## src/rtl/mm_pkg.sv

```systemverilog
// rtl/mm_pkg.sv - shared types, constants and helpers for the mastermind turn sequencer
package mm_pkg;

  localparam int NUM_PEGS = 4;
  localparam int COLOR_W  = 3;

  typedef logic [NUM_PEGS*COLOR_W-1:0] peg_code_t;

  typedef enum logic [2:0] {
    LATCH = 3'd0,
    GUESS = 3'd1,
    SCORE = 3'd2,
    CHECK = 3'd3,
    WIN   = 3'd4,
    LOSE  = 3'd5
  } state_t;

  // Smaller of two peg counts; the per-colour contribution to the total match count
  function automatic logic [2:0] min3(input logic [2:0] a, input logic [2:0] b);
    return (a < b) ? a : b;
  endfunction

endpackage

```

## src/rtl/mm_game_ctrl_if.sv

```systemverilog
// rtl/mm_game_ctrl_if.sv - button/code inputs and history/feedback outputs of the turn sequencer
interface mm_game_ctrl_if #(
  parameter int COLOR_W = 3,
  parameter int TURN_W  = 4
);
  logic                 mode_i;
  logic                 select_i;
  logic [4*COLOR_W-1:0] code_i;
  logic [4*COLOR_W-1:0] guess_i;
  logic                 hist_we_o;
  logic                 hist_clr_o;
  logic [TURN_W-1:0]    turn_o;
  logic [2:0]           exact_o;
  logic [2:0]           partial_o;
  logic                 score_vld_o;
  logic                 busy_o;
  logic                 win_o;
  logic                 lose_o;
  logic [4*COLOR_W-1:0] secret_o;

  modport master (
    output mode_i, select_i, code_i, guess_i,
    input  hist_we_o, hist_clr_o, turn_o, exact_o, partial_o,
    input  score_vld_o, busy_o, win_o, lose_o, secret_o
  );

  modport slave (
    input  mode_i, select_i, code_i, guess_i,
    output hist_we_o, hist_clr_o, turn_o, exact_o, partial_o,
    output score_vld_o, busy_o, win_o, lose_o, secret_o
  );
endinterface

```

## src/rtl/mm_color_count.sv

```systemverilog
// rtl/mm_color_count.sv - number of pegs in a 4-peg code that carry a given colour
module mm_color_count
  import mm_pkg::*;
#(
  parameter int CW = 3
) (
  input  logic [NUM_PEGS*CW-1:0] code,
  input  logic [CW-1:0]          color,
  output logic [2:0]             count
);

  // Popcount of peg == color across the four pegs
  always_comb begin
    count = 3'd0;
    for (int i = 0; i < NUM_PEGS; i++) begin
      if (code[i*CW +: CW] == color) count = count + 3'd1;
    end
  end

endmodule

```

## src/rtl/mm_game_ctrl.sv

```systemverilog
// rtl/mm_game_ctrl.sv - mastermind turn sequencer; MM_REVEAL_ON_LOSE_EN shows the secret after a loss
module mm_game_ctrl
  import mm_pkg::*;
#(
  parameter int MAX_TURNS = 8,
  parameter int COLOR_W   = 3,
  parameter int TURN_W    = 4
) (
  input  logic               clk,
  input  logic               rst_n,
  mm_game_ctrl_if.slave      bus
);

  localparam int CODE_W = NUM_PEGS * COLOR_W;

  state_t              state;
  logic                sel_q;
  logic [CODE_W-1:0]   secret_q;
  logic [CODE_W-1:0]   guess_q;
  logic [COLOR_W-1:0]  color_q;
  logic [2:0]          acc_q;
  logic [2:0]          exact_q;
  logic [2:0]          exact_c;
  logic [2:0]          cnt_secret;
  logic [2:0]          cnt_guess;
  logic [TURN_W-1:0]   turn_nxt;
  logic                press;
  logic                accept;

  assign press    = bus.select_i & ~sel_q;
  assign accept   = press & (((state == GUESS) & ~bus.mode_i) | (state == WIN) | (state == LOSE));
  assign turn_nxt = bus.turn_o + TURN_W'(1);

  mm_color_count #(.CW(COLOR_W)) u_cnt_secret (
    .code  (secret_q),
    .color (color_q),
    .count (cnt_secret)
  );

  mm_color_count #(.CW(COLOR_W)) u_cnt_guess (
    .code  (guess_q),
    .color (color_q),
    .count (cnt_guess)
  );

  // Pegs matching in both colour and position
  always_comb begin
    exact_c = 3'd0;
    for (int i = 0; i < NUM_PEGS; i++) begin
      if (secret_q[i*COLOR_W +: COLOR_W] == guess_q[i*COLOR_W +: COLOR_W]) exact_c = exact_c + 3'd1;
    end
  end

  // Game sequencer: latch secret, take guess, sweep colours, then judge the turn
  always_ff @(posedge clk or negedge rst_n) begin
    if (!rst_n) begin
      state            <= LATCH;
      sel_q            <= 1'b1;
      secret_q         <= '0;
      guess_q          <= '0;
      color_q          <= '0;
      acc_q            <= 3'd0;
      exact_q          <= 3'd0;
      bus.hist_we_o    <= 1'b0;
      bus.hist_clr_o   <= 1'b0;
      bus.turn_o       <= '0;
      bus.exact_o      <= 3'd0;
      bus.partial_o    <= 3'd0;
      bus.score_vld_o  <= 1'b0;
      bus.busy_o       <= 1'b1;
      bus.win_o        <= 1'b0;
      bus.lose_o       <= 1'b0;
    end else begin
      sel_q           <= bus.select_i;
      bus.hist_we_o   <= 1'b0;
      bus.hist_clr_o  <= 1'b0;
      bus.score_vld_o <= 1'b0;
      case (state)
        LATCH: begin
          secret_q       <= bus.code_i;
          bus.hist_clr_o <= 1'b1;
          bus.turn_o     <= '0;
          bus.exact_o    <= 3'd0;
          bus.partial_o  <= 3'd0;
          bus.busy_o     <= 1'b0;
          state          <= GUESS;
        end
        GUESS: begin
          if (accept) begin
            guess_q       <= bus.guess_i;
            bus.hist_we_o <= 1'b1;
            color_q       <= '0;
            acc_q         <= 3'd0;
            bus.busy_o    <= 1'b1;
            state         <= SCORE;
          end
        end
        SCORE: begin
          if (color_q == '0) exact_q <= exact_c;
          acc_q   <= acc_q + min3(cnt_secret, cnt_guess);
          color_q <= color_q + COLOR_W'(1);
          if (color_q == {COLOR_W{1'b1}}) begin
            bus.busy_o <= 1'b0;
            state      <= CHECK;
          end
        end
        CHECK: begin
          bus.exact_o     <= exact_q;
          bus.partial_o   <= acc_q - exact_q;
          bus.score_vld_o <= 1'b1;
          bus.turn_o      <= turn_nxt;
          if (exact_q == 3'd4) begin
            bus.win_o <= 1'b1;
            state     <= WIN;
          end else if (turn_nxt == TURN_W'(MAX_TURNS)) begin
            bus.lose_o <= 1'b1;
            state      <= LOSE;
          end else begin
            state <= GUESS;
          end
        end
        WIN, LOSE: begin
          if (accept) begin
            bus.win_o  <= 1'b0;
            bus.lose_o <= 1'b0;
            bus.busy_o <= 1'b1;
            state      <= LATCH;
          end
        end
        default: state <= LATCH;
      endcase
    end
  end

`ifdef MM_REVEAL_ON_LOSE_EN
  // Expose the secret only once the game is lost
  assign bus.secret_o = bus.lose_o ? secret_q : '0;
`else
  assign bus.secret_o = '0;
`endif

endmodule

```

## src/flat_wrapper.sv

```systemverilog
// flat-port wrapper written by rule: the top's interface ports become plain ports
module mm_game_ctrl_flat import mm_pkg::*;
#(
  parameter int MAX_TURNS = 8,
  parameter int COLOR_W   = 3,
  parameter int TURN_W    = 4
)
  (clk, rst_n, bus_mode_i, bus_select_i, bus_code_i, bus_guess_i, bus_hist_we_o, bus_hist_clr_o, bus_turn_o, bus_exact_o, bus_partial_o, bus_score_vld_o, bus_busy_o, bus_win_o, bus_lose_o, bus_secret_o);
  mm_game_ctrl_if #(.COLOR_W(COLOR_W), .TURN_W(TURN_W)) bus_i ();
  input  logic clk;
  input  logic rst_n;
  input wire logic [$bits(bus_i.mode_i)-1:0] bus_mode_i;
  input wire logic [$bits(bus_i.select_i)-1:0] bus_select_i;
  input wire logic [$bits(bus_i.code_i)-1:0] bus_code_i;
  input wire logic [$bits(bus_i.guess_i)-1:0] bus_guess_i;
  output wire logic [$bits(bus_i.hist_we_o)-1:0] bus_hist_we_o;
  output wire logic [$bits(bus_i.hist_clr_o)-1:0] bus_hist_clr_o;
  output wire logic [$bits(bus_i.turn_o)-1:0] bus_turn_o;
  output wire logic [$bits(bus_i.exact_o)-1:0] bus_exact_o;
  output wire logic [$bits(bus_i.partial_o)-1:0] bus_partial_o;
  output wire logic [$bits(bus_i.score_vld_o)-1:0] bus_score_vld_o;
  output wire logic [$bits(bus_i.busy_o)-1:0] bus_busy_o;
  output wire logic [$bits(bus_i.win_o)-1:0] bus_win_o;
  output wire logic [$bits(bus_i.lose_o)-1:0] bus_lose_o;
  output wire logic [$bits(bus_i.secret_o)-1:0] bus_secret_o;
  assign bus_i.mode_i = bus_mode_i;
  assign bus_i.select_i = bus_select_i;
  assign bus_i.code_i = bus_code_i;
  assign bus_i.guess_i = bus_guess_i;
  assign bus_hist_we_o = bus_i.hist_we_o;
  assign bus_hist_clr_o = bus_i.hist_clr_o;
  assign bus_turn_o = bus_i.turn_o;
  assign bus_exact_o = bus_i.exact_o;
  assign bus_partial_o = bus_i.partial_o;
  assign bus_score_vld_o = bus_i.score_vld_o;
  assign bus_busy_o = bus_i.busy_o;
  assign bus_win_o = bus_i.win_o;
  assign bus_lose_o = bus_i.lose_o;
  assign bus_secret_o = bus_i.secret_o;
  mm_game_ctrl #(.MAX_TURNS(MAX_TURNS), .COLOR_W(COLOR_W), .TURN_W(TURN_W)) u_core (.clk(clk), .rst_n(rst_n), .bus(bus_i));
endmodule
```

## config.mk

```make
export PLATFORM = sky130hd
export DESIGN_NAME = mm_game_ctrl_flat
export DESIGN_NICKNAME = d
export VERILOG_FILES = /design/src/rtl/mm_pkg.sv /design/src/rtl/mm_game_ctrl_if.sv /design/src/rtl/mm_color_count.sv /design/src/rtl/mm_game_ctrl.sv /design/src/flat_wrapper.sv
export SDC_FILE = /design/constraint.sdc
export NUM_CORES = 1
export LEC_CHECK = 0
export ABC_AREA = 1
export CORE_MARGIN = 10
export CORE_UTILIZATION = 53
export DETAILED_ROUTE_END_ITERATION = 12
export PLACE_DENSITY = 0.84
export SETUP_SLACK_MARGIN = 0.4
export SKIP_LAST_GASP = 1
export SLEW_MARGIN = 10
export SYNTH_ARGS = -nofsm -noshare
export SYNTH_HDL_FRONTEND = slang
export SYNTH_SLANG_ARGS = --single-unit
```

## constraint.sdc

```tcl
create_clock -name clk -period 9.05 [get_ports clk]
set_input_delay 2.2625 -clock clk [delete_from_list [all_inputs] [get_ports clk]]
set_output_delay 2.2625 -clock clk [all_outputs]
set_load 0.005 [all_outputs]
```

==> results of run 1 <==
[per-stage QoR]
stage	instance area, um2	utilization	setup WS [ns]	cells
after floorplan	3343	-	5.704	409
after global placement	3715	0.6201	5.302	508
after detailed placement	3715	0.6201	5.215	508
after CTS	3835	0.6401	5.224	516
after global routing	3837	0.6406	4.737	516
final	3837	0.6406	5.243	516
[final timing paths]
check / startpoint / endpoint / slack [ns] / cells after the start
worst max-delay path: u_core.color_q[1] / u_core.acc_q[2] / 5.24 / 22
worst min-delay path: u_core.bus.busy_o / u_core.bus.busy_o / 0.49 / 2
worst max register to register: u_core.color_q[1] / u_core.acc_q[2] / 5.24 / 22
worst min register to register: u_core.bus.busy_o / u_core.bus.busy_o / 0.49 / 2
max in group asynchronous: rst_n / u_core.guess_q[9] / 6.62 / 1
min in group asynchronous: rst_n / u_core.state[0] / 1.97 / 1
[layout make-up]
cell class	instances	area, um2
timing repair buffer	43	427.9
clock buffer	6	82.58
clock inverter	2	37.54
tap	75	93.84
sequential	53	1329
multi-input combinational	288	1680
inverter	49	186.4
fill	512	2153
[critical path, cell delays in order, from the launching register on]
cell     delay (ns)
dfrtp_1        0.69
xnor2_1        0.19
nand2_1        0.07
nor2_1         0.19
ha_1           0.29
inv_1          0.08
nand2_1        0.09
nand2_1        0.08
inv_1          0.04
ha_1           0.16
inv_1          0.05
nor2_1         0.04
xor2_1         0.16
ha_1           0.30
inv_1          0.04
a21oi_1        0.22
nand2_2        0.09
nand2_1        0.06
nand2_1        0.05
ha_1           0.18
fa_1           0.37
xnor2_1        0.16
o21ai_0        0.09
[cells by family (layout without fill, tap and decap cells)]
group,after synthesis,after routing,synth area share
flops,53,53,0.4024
compound gates,37,37,0.06215
fa+ha+maj,22,22,0.08791
xor+xnor,41,41,0.1133
buf+inv,68,100,0.1012
simple gates,176,176,0.2319
other cells,1,12,0.001136
[synthesized netlist by cell type]
library cell and count:
and3_1 4, nor2_8 1, nand3_2 3, xnor2_2 2
inv_1 41, buf_2 1, o21ai_0 25, xor2_1 7
dfstp_2 2, nor2_4 1, a21oi_1 5, buf_4 12
ha_1 20, o21ai_1 1, nor2_1 17, nor3_1 1
dfrtp_1 51, nand3_1 12, o22ai_1 1, or2_1 1
nand2_2 2, nor2_2 3, nand3_4 1, buf_6 4
fa_1 2, inv_2 7, conb_1 1, clkbuf_1 2
inv_4 1, a22o_2 2, o31ai_1 1, xnor2_1 32
nand4_1 3, a41oi_1 1, a22oi_1 1, nand2_1 127
[power by group through the flow]
stage	combinational, W	clock (W)	sequential [W]
2_1_floorplan	0.000645	0	0.000391
3_3_place_gp	0.000741	0	0.000428
3_5_place_dp	0.000790	0	0.000434
4_1_cts	0.000795	0.000173	0.000429
5_1_grt	0.000924	0.000182	0.000441
6_report	0.000791	0.000168	0.000430
[state kept, by name, summed over array words and instances, names as in the netlist, 3 cells and up]
name                  flops
u_core.guess_q           12
u_core.secret_q          12
u_core.bus.turn_o         4
u_core.acc_q              3
u_core.bus.exact_o        3
u_core.bus.partial_o      3
u_core.color_q            3
u_core.exact_q            3
u_core.state              3
[metal layers]
metal	vias up	wire (um)	global-route usage
met3	7	490	0.05307
met4	0	51	0.03197
met2	75	3398	0.2595
li1	1285	-	-
met5	-	0	0
met1	1210	2928	0.1590
==> impl_metrics.toml, run 1 <==
[outcome]
status = "finished, final reports clean"

[detailed_routing]
routed_wl_um = 6869
dr.first_iter.drc_count = 157
wl_per_cell_um = 13.31
avgViaCountPerCell = 4.994
firstDrtPassIters = 4
ant_nets = 0
drc = 0
dr_total_vias = 2577

[grt]
track_usage = 0.1449
grt_max_degree = 54
grt_pass1_wl_um = 12150
grt_pass1_vias = 2739
grt-ovfl-total = 0
antenna_found_initial = 0

[floorplan]
fp.dieH_um = 98.93
placement_rows = 28
die_w_um = 98.93
initial_utilization = 0.5512
io-pin-count = 56
die-area_mm2 = 0.009787
core_mm2 = 0.005991

[synthesis]
yosysWarnings = 0
ys_seq_area_frac = 0.4024
synth_top_cell_area_share = 0.3865
avgSynthCellArea_um2 = 8.296
ys_seq_elements = 53
syn-instance-count = 398
synthTopCellsByArea = "dfrtp_1 (39%), nand2_1 (14%), xnor2_1 (8.5%), ha_1 (7.6%), inv_1 (4.7%)"
synth_cell_types = 36
syn_area_mm2 = 0.003302
synth_area_leader_cell = "dfrtp_1"

[timing]
fin_crit_sh = 0.4206
skew_ns = 0.009081
fmax_mhz = 262.7
rsz0062_at_grt = "false"
relSlewSlack = 0.5555
period_minus_slack_ns = 3.807
tightest_slew_ns = 0.6668
finalSetupTns_ns = 0
hold_viol_final = 0
whs_ns = 0.4872
slew_violations = 0
setup_viol = 0

[cts]
cts.sinks = 53
post_cts_buffers = 0
cts_root_buffer = "clkbuf_8"
hold_buffers = 0
cts_buffer_depth = 2
cts_buffers = 5
cts_max_level = 2
clock_latency_ns = 0.31
clkTransAtPathRegs_ns = 0.09
cts_tree = "done"
cts_resized = 0

[finish]
mostFrequentLayoutCells = "nand2_1 (127), dfrtp_1 (51), clkdlybuf4s50_1 (42)"
layout-drive-gt1-share = 0.07710
diodes = 0
area_growth_pct = 16.22
final_nets = 490
final_common_cell = "nand2_1"

[placed_design]
gp_congestion = 0.9146
dp_hpwl_um = 5386
port_buffers = 43

[run]
drv_cap = 0

[pwr]
switchingPower_w = 0.0006445
seqPwrFrac = 0.309
switching_share = 0.4641
power_frac_clock = 0.121
power.density_mw_per_mm2 = 361.9
total_power_w = 0.001389
power_leakage_nw = 1.913
internal_power_w = 0.0007442
power_frac_comb = 0.569
peakVddDrop_mv = 0.1631

[setup_path]
start_kind = "flip-flop"
cp-end-kind = "flip-flop"
crit_type = "flip-flop to flip-flop"
critical_path.max_fanout = 10
required_ns = 9.25
worstPathArrival_ns = 4.00

[min_path]
hp-class = "flip-flop to flip-flop"
No activity file was read; power rests on OpenSTA's default activity.
==> inputs of run 2 (changes only) <==
==> constraint.sdc (replaced) <==
create_clock -name clk -period 3.9 [get_ports clk]
set_input_delay 0.975 -clock clk [delete_from_list [all_inputs] [get_ports clk]]
set_output_delay 0.975 -clock clk [all_outputs]
set_load 0.005 [all_outputs]
==> impl_metrics.toml, run 2 (synthesis gave the netlist of run 1 again) <==
[setup_path]
crit_type = "flip-flop to flip-flop"
critical_path.max_fanout = 7
reg2reg_to = "u_core.acc_q[2]"
start_kind = "flip-flop"
reg2reg_depth = 20
required_ns = 4.14
r2r-start = "u_core.color_q[1]"
worstPathArrival_ns = 3.62
cp-end-kind = "flip-flop"
ff2ff_setup_slack_ns = 0.53

[cts]
cts_buffers = 5
cts_buffer_depth = 2
cts.sinks = 53
clock_latency_ns = 0.31
clkTransAtPathRegs_ns = 0.09
cts_tree = "done"
hold_buffers = 0
cts_max_level = 2
cts_root_buffer = "clkbuf_8"

[timing]
finalSetupTns_ns = 0
relSlewSlack = 0.5454
fin_crit_sh = 0.8653
slew_violations = 0
fmax_mhz = 296.3
skew_ns = 0.008934
hold_viol_final = 0
period_minus_slack_ns = 3.375
setup_viol = 0
rsz0062_at_grt = "true"
tightest_slew_ns = 0.6819

[detailed_routing]
avgViaCountPerCell = 4.939
wl_met1_um = 3051
ant_nets = 0
dr_total_vias = 2603
firstDrtPassIters = 4
routed-wl-met2_um = 3594
dr.max_layer_used = "met4"
routed_wl_um = 7211
drc = 0
wl_met3_um = 431
dr.first_iter.drc_count = 86
wl_per_cell_um = 13.68

[finish]
final_nets = 501
diodes = 0
top_regs = "u_core.guess_q (12), u_core.secret_q (12), u_core.bus.turn_o (4)"
fill_cells = 486
seq_area_mm2 = 0.001333
fin_cells = 527
multi_input_area_mm2 = 0.001826
final_common_cell = "nand2_1"
area_growth_pct = 23.04
mostFrequentLayoutCells = "nand2_1 (126), dfrtp_1 (48), clkdlybuf4s50_1 (42)"
layout-drive-gt1-share = 0.1593

[pwr]
power_leakage_nw = 1.991
peakVddDrop_mv = 0.4492
power.density_mw_per_mm2 = 867.2

[grt]
grt_pass1_wl_um = 12520
antenna_found_initial = 0
track_usage = 0.1514
grt_pass1_vias = 2752
grt_max_degree = 33
grt-ovfl-total = 0

[floorplan]
placement_rows = 28
die-area_mm2 = 0.009787
initial_utilization = 0.5512
die_w_um = 98.93
fp.dieH_um = 98.93
core_mm2 = 0.005991
io-pin-count = 56

[min_path]
min_path_cells = 2
min-delay-start = "u_core.bus.busy_o"
hp-class = "flip-flop to flip-flop"
holdPathEnd = "u_core.bus.busy_o"

[placed_design]
dp_hpwl_um = 5587
dp.cells = 510
gp_congestion = 0.9008
port_buffers = 43

[run]
drv_cap = 0

[outcome]
status = "finished, final reports clean"
-- run 2: routing by layer --
layer,GRT usage,vias up
met5,0,-
met4,0.05402,0
met3,0.04330,18
met2,0.2625,69
met1,0.1728,1208
li1,-,1308
-- run 2: timing repair --
action	CTS	global route
buffers inserted	7	2
hold endpoints to repair	0	0
setup endpoints to repair	2	2
pin swaps	0	19
resized for setup	5	29
-- run 2: stage by stage --
step	power, W	hold WS, ns	utilization	cell area (um2)	worst slack [ns]
CTS	0.003278	0.4835	0.6520	3906	0.4046
global route	0.003902	0.5120	0.6782	4063	0.3106
floorplan	0.002405	0.4634	-	3343	0.5537
global placement	0.002723	0.4674	0.6226	3730	0.3457
finish	0.003523	0.4813	0.6782	4063	0.5253
detailed placement	0.002830	0.4716	0.6226	3730	0.2066
-- run 2: layout make-up --
type                       instances  share of cell area
clock buffer                       7             0.02125
tap                               75             0.02310
timing repair buffer              54              0.1250
inverter                          49             0.04589
sequential                        53              0.3280
clock inverter                     1            0.007391
multi-input combinational        288              0.4493
-- run 2: critical path, stage by stage, from the launching register on --
cell and delay [ns]:
dfrtp_2 0.51, xnor2_2 0.17, and3_4 0.17, ha_4 0.27, nand4_1 0.12, nand2_1 0.10
inv_1 0.05, ha_2 0.16, inv_2 0.05, nor2_2 0.03, xor2_1 0.15, ha_1 0.33
inv_2 0.06, a21oi_4 0.16, nand2_2 0.06, nand2_1 0.06, nand2_1 0.05, ha_2 0.17
fa_2 0.37, xnor2_2 0.14, o21ai_1 0.12
-- run 2: worst max-delay path by stage --
stage / startpoint / to / slack [ns]
after detailed placement: u_core.color_q[0] / u_core.acc_q[2] / 0.21
final: u_core.color_q[1] / u_core.acc_q[2] / 0.53
after global routing: u_core.color_q[0] / u_core.acc_q[1] / 0.31
after global placement: u_core.color_q[0] / u_core.acc_q[2] / 0.35
after floorplan: u_core.color_q[2] / u_core.acc_q[2] / 0.55
after CTS: u_core.color_q[1] / u_core.acc_q[2] / 0.40
-- run 2: where the power goes --
group | total [W] | switching, W | internal [W]
combinational | 0.00214 | 0.00116 | 0.000978
sequential | 0.000999 | 0.000260 | 0.000739
clock | 0.000387 | 0.000177 | 0.000209
total | 0.00352 | 0.00160 | 0.00193
==> inputs of run 3 (changes only) <==
--- a/config.mk
+++ b/config.mk
@@ -6,6 +6,7 @@
 export NUM_CORES = 1
 export LEC_CHECK = 0
 export ABC_AREA = 1
+export CORE_ASPECT_RATIO = 0.8
 export CORE_MARGIN = 10
 export CORE_UTILIZATION = 53
 export DETAILED_ROUTE_END_ITERATION = 12
==> impl_metrics.toml, run 3 (synthesis gave the netlist of run 1 again) <==
[floorplan]
initial_utilization = 0.5527
die-area_mm2 = 0.009807
fp.dieH_um = 90.60
io-pin-count = 56
placement_rows = 25
die_w_um = 108.2
core_mm2 = 0.005974

[detailed_routing]
routed_wl_um = 7539
ant_nets = 0
drc = 0
wl_per_cell_um = 14.12
firstDrtPassIters = 7
avgViaCountPerCell = 4.987
dr_total_vias = 2663
dr.first_iter.drc_count = 130

[finish]
top_regs = "u_core.guess_q (12), u_core.secret_q (12), u_core.bus.turn_o (4)"
fill_cells = 480
diodes = 0
multi_input_area_mm2 = 0.001768
final_common_cell = "nand2_1"
fin_area_mm2 = 0.004000
final_nets = 502
final_core_util = 0.6695
mostFrequentLayoutCells = "nand2_1 (126), dfrtp_1 (48), clkdlybuf4s50_1 (42)"
area_growth_pct = 21.14
seq_area_mm2 = 0.001333
layout-drive-gt1-share = 0.1435

[min_path]
hp-class = "flip-flop to flip-flop"

[grt]
grt_pass1_vias = 2566
track_usage = 0.1481
grt_pass1_wl_um = 12070
grt_max_degree = 31
antenna_found_initial = 0
grt-ovfl-total = 0

[pwr]
switching_share = 0.4634
switchingPower_w = 0.001637
seqPwrFrac = 0.278
power.density_mw_per_mm2 = 883.1
peakVddDrop_mv = 0.4203
power_frac_comb = 0.627
power_leakage_nw = 1.969
power_frac_clock = 0.095
internal_power_w = 0.001895

[setup_path]
critical_path.max_fanout = 6
start_kind = "flip-flop"
cp-end-kind = "flip-flop"
required_ns = 4.14
crit_type = "flip-flop to flip-flop"
worstPathArrival_ns = 3.70

[cts]
cts_max_level = 2
clkTransAtPathRegs_ns = 0.11
clock_latency_ns = 0.31
cts_buffer_depth = 2
cts_buffers = 5
cts_root_buffer = "clkbuf_8"
cts_tree = "done"
cts.sinks = 53

[timing]
finalSetupTns_ns = 0
tightest_slew_ns = 0.5709
relSlewSlack = 0.6190
hold_viol_final = 0
worst_slack_ns = 0.4384
rsz0062_at_grt = "true"
skew_ns = 0.01467
setup_viol = 0
slew_violations = 0
period_minus_slack_ns = 3.462
fin_crit_sh = 0.8876
fmax_mhz = 288.9

[placed_design]
dpl_cell_area_mm2 = 0.003737
dp_hpwl_um = 5707
port_buffers = 43
gp_congestion = 0.9298
pre_cts_slack_ns = 0.1440

[outcome]
status = "finished, final reports clean"

[run]
drv_cap = 0
run 3: timing repair:
action / CTS / global route
setup endpoints to repair: 2 / 2
hold buffers: 0 / 0
buffers inserted: 5 / 5
pin swaps: 1 / 16
gates resized for setup: 7 / 16
cloned: 0 / 0
run 3: per-stage QoR:
step	cells	hold WS (ns)	power, W
3_5_place_dp	516	0.4653	0.002842
4_1_cts	529	0.4861	0.003249
2_1_floorplan	409	0.4634	0.002405
6_report	534	0.4857	0.003532
3_3_place_gp	516	0.4702	0.002728
5_1_grt	534	0.5122	0.003866
run 3: area by class of cell:
type / instances / share of cell area
Clock buffer: 6 / 0.02064
Clock inverter: 2 / 0.003441
Inverter: 49 / 0.04661
Multi-Input combinational cell: 288 / 0.4420
Sequential cell: 53 / 0.3331
Tap cell: 81 / 0.02534
Timing Repair Buffer: 55 / 0.1289
run 3: path summary, 6_finish.rpt:
kind / startpoint / end / slack, ns / cells after the start
hold / removal: u_core.bus.busy_o / u_core.bus.busy_o / 0.49 / 2
min in group asynchronous: rst_n / u_core.secret_q[9] / 0.64 / 1
max in group asynchronous: rst_n / u_core.color_q[2] / 2.45 / 2
setup reg to reg: u_core.color_q[2] / u_core.acc_q[2] / 0.44 / 20
setup / recovery: u_core.color_q[2] / u_core.acc_q[2] / 0.44 / 20
hold reg to reg: u_core.bus.busy_o / u_core.bus.busy_o / 0.49 / 2
run 3: worst max-delay path, stage by stage (launching register included):
cell,delay [ns]
dfrtp_2,0.48
xor2_1,0.29
nor2_4,0.07
ha_4,0.28
nand4_1,0.11
nand2_1,0.10
inv_1,0.05
ha_2,0.16
inv_2,0.04
nor2_1,0.04
xor2_1,0.18
ha_1,0.32
inv_1,0.06
a21oi_2,0.18
nand2_2,0.07
nand2_1,0.08
nand2_1,0.06
ha_2,0.18
fa_2,0.37
xnor2_2,0.15
o21ai_1,0.13
run 3: power groups by stage:
stage / sequential, W / combinational [W] / clock [W]
2_1_floorplan: 0.000907 / 0.00150 / 0
3_3_place_gp: 0.000992 / 0.00174 / 0
3_5_place_dp: 0.000994 / 0.00185 / 0
4_1_cts: 0.000971 / 0.00194 / 0.000335
5_1_grt: 0.00101 / 0.00250 / 0.000364
6_report: 0.000983 / 0.00221 / 0.000335
run 3: per-layer routing:
metal	vias up	share of wire	track usage
met5	-	0	0
met4	0	0.0052	0.02778
met3	4	0.073	0.02853
met2	79	0.49	0.2445
met1	1265	0.43	0.1956
li1	1315	-	-
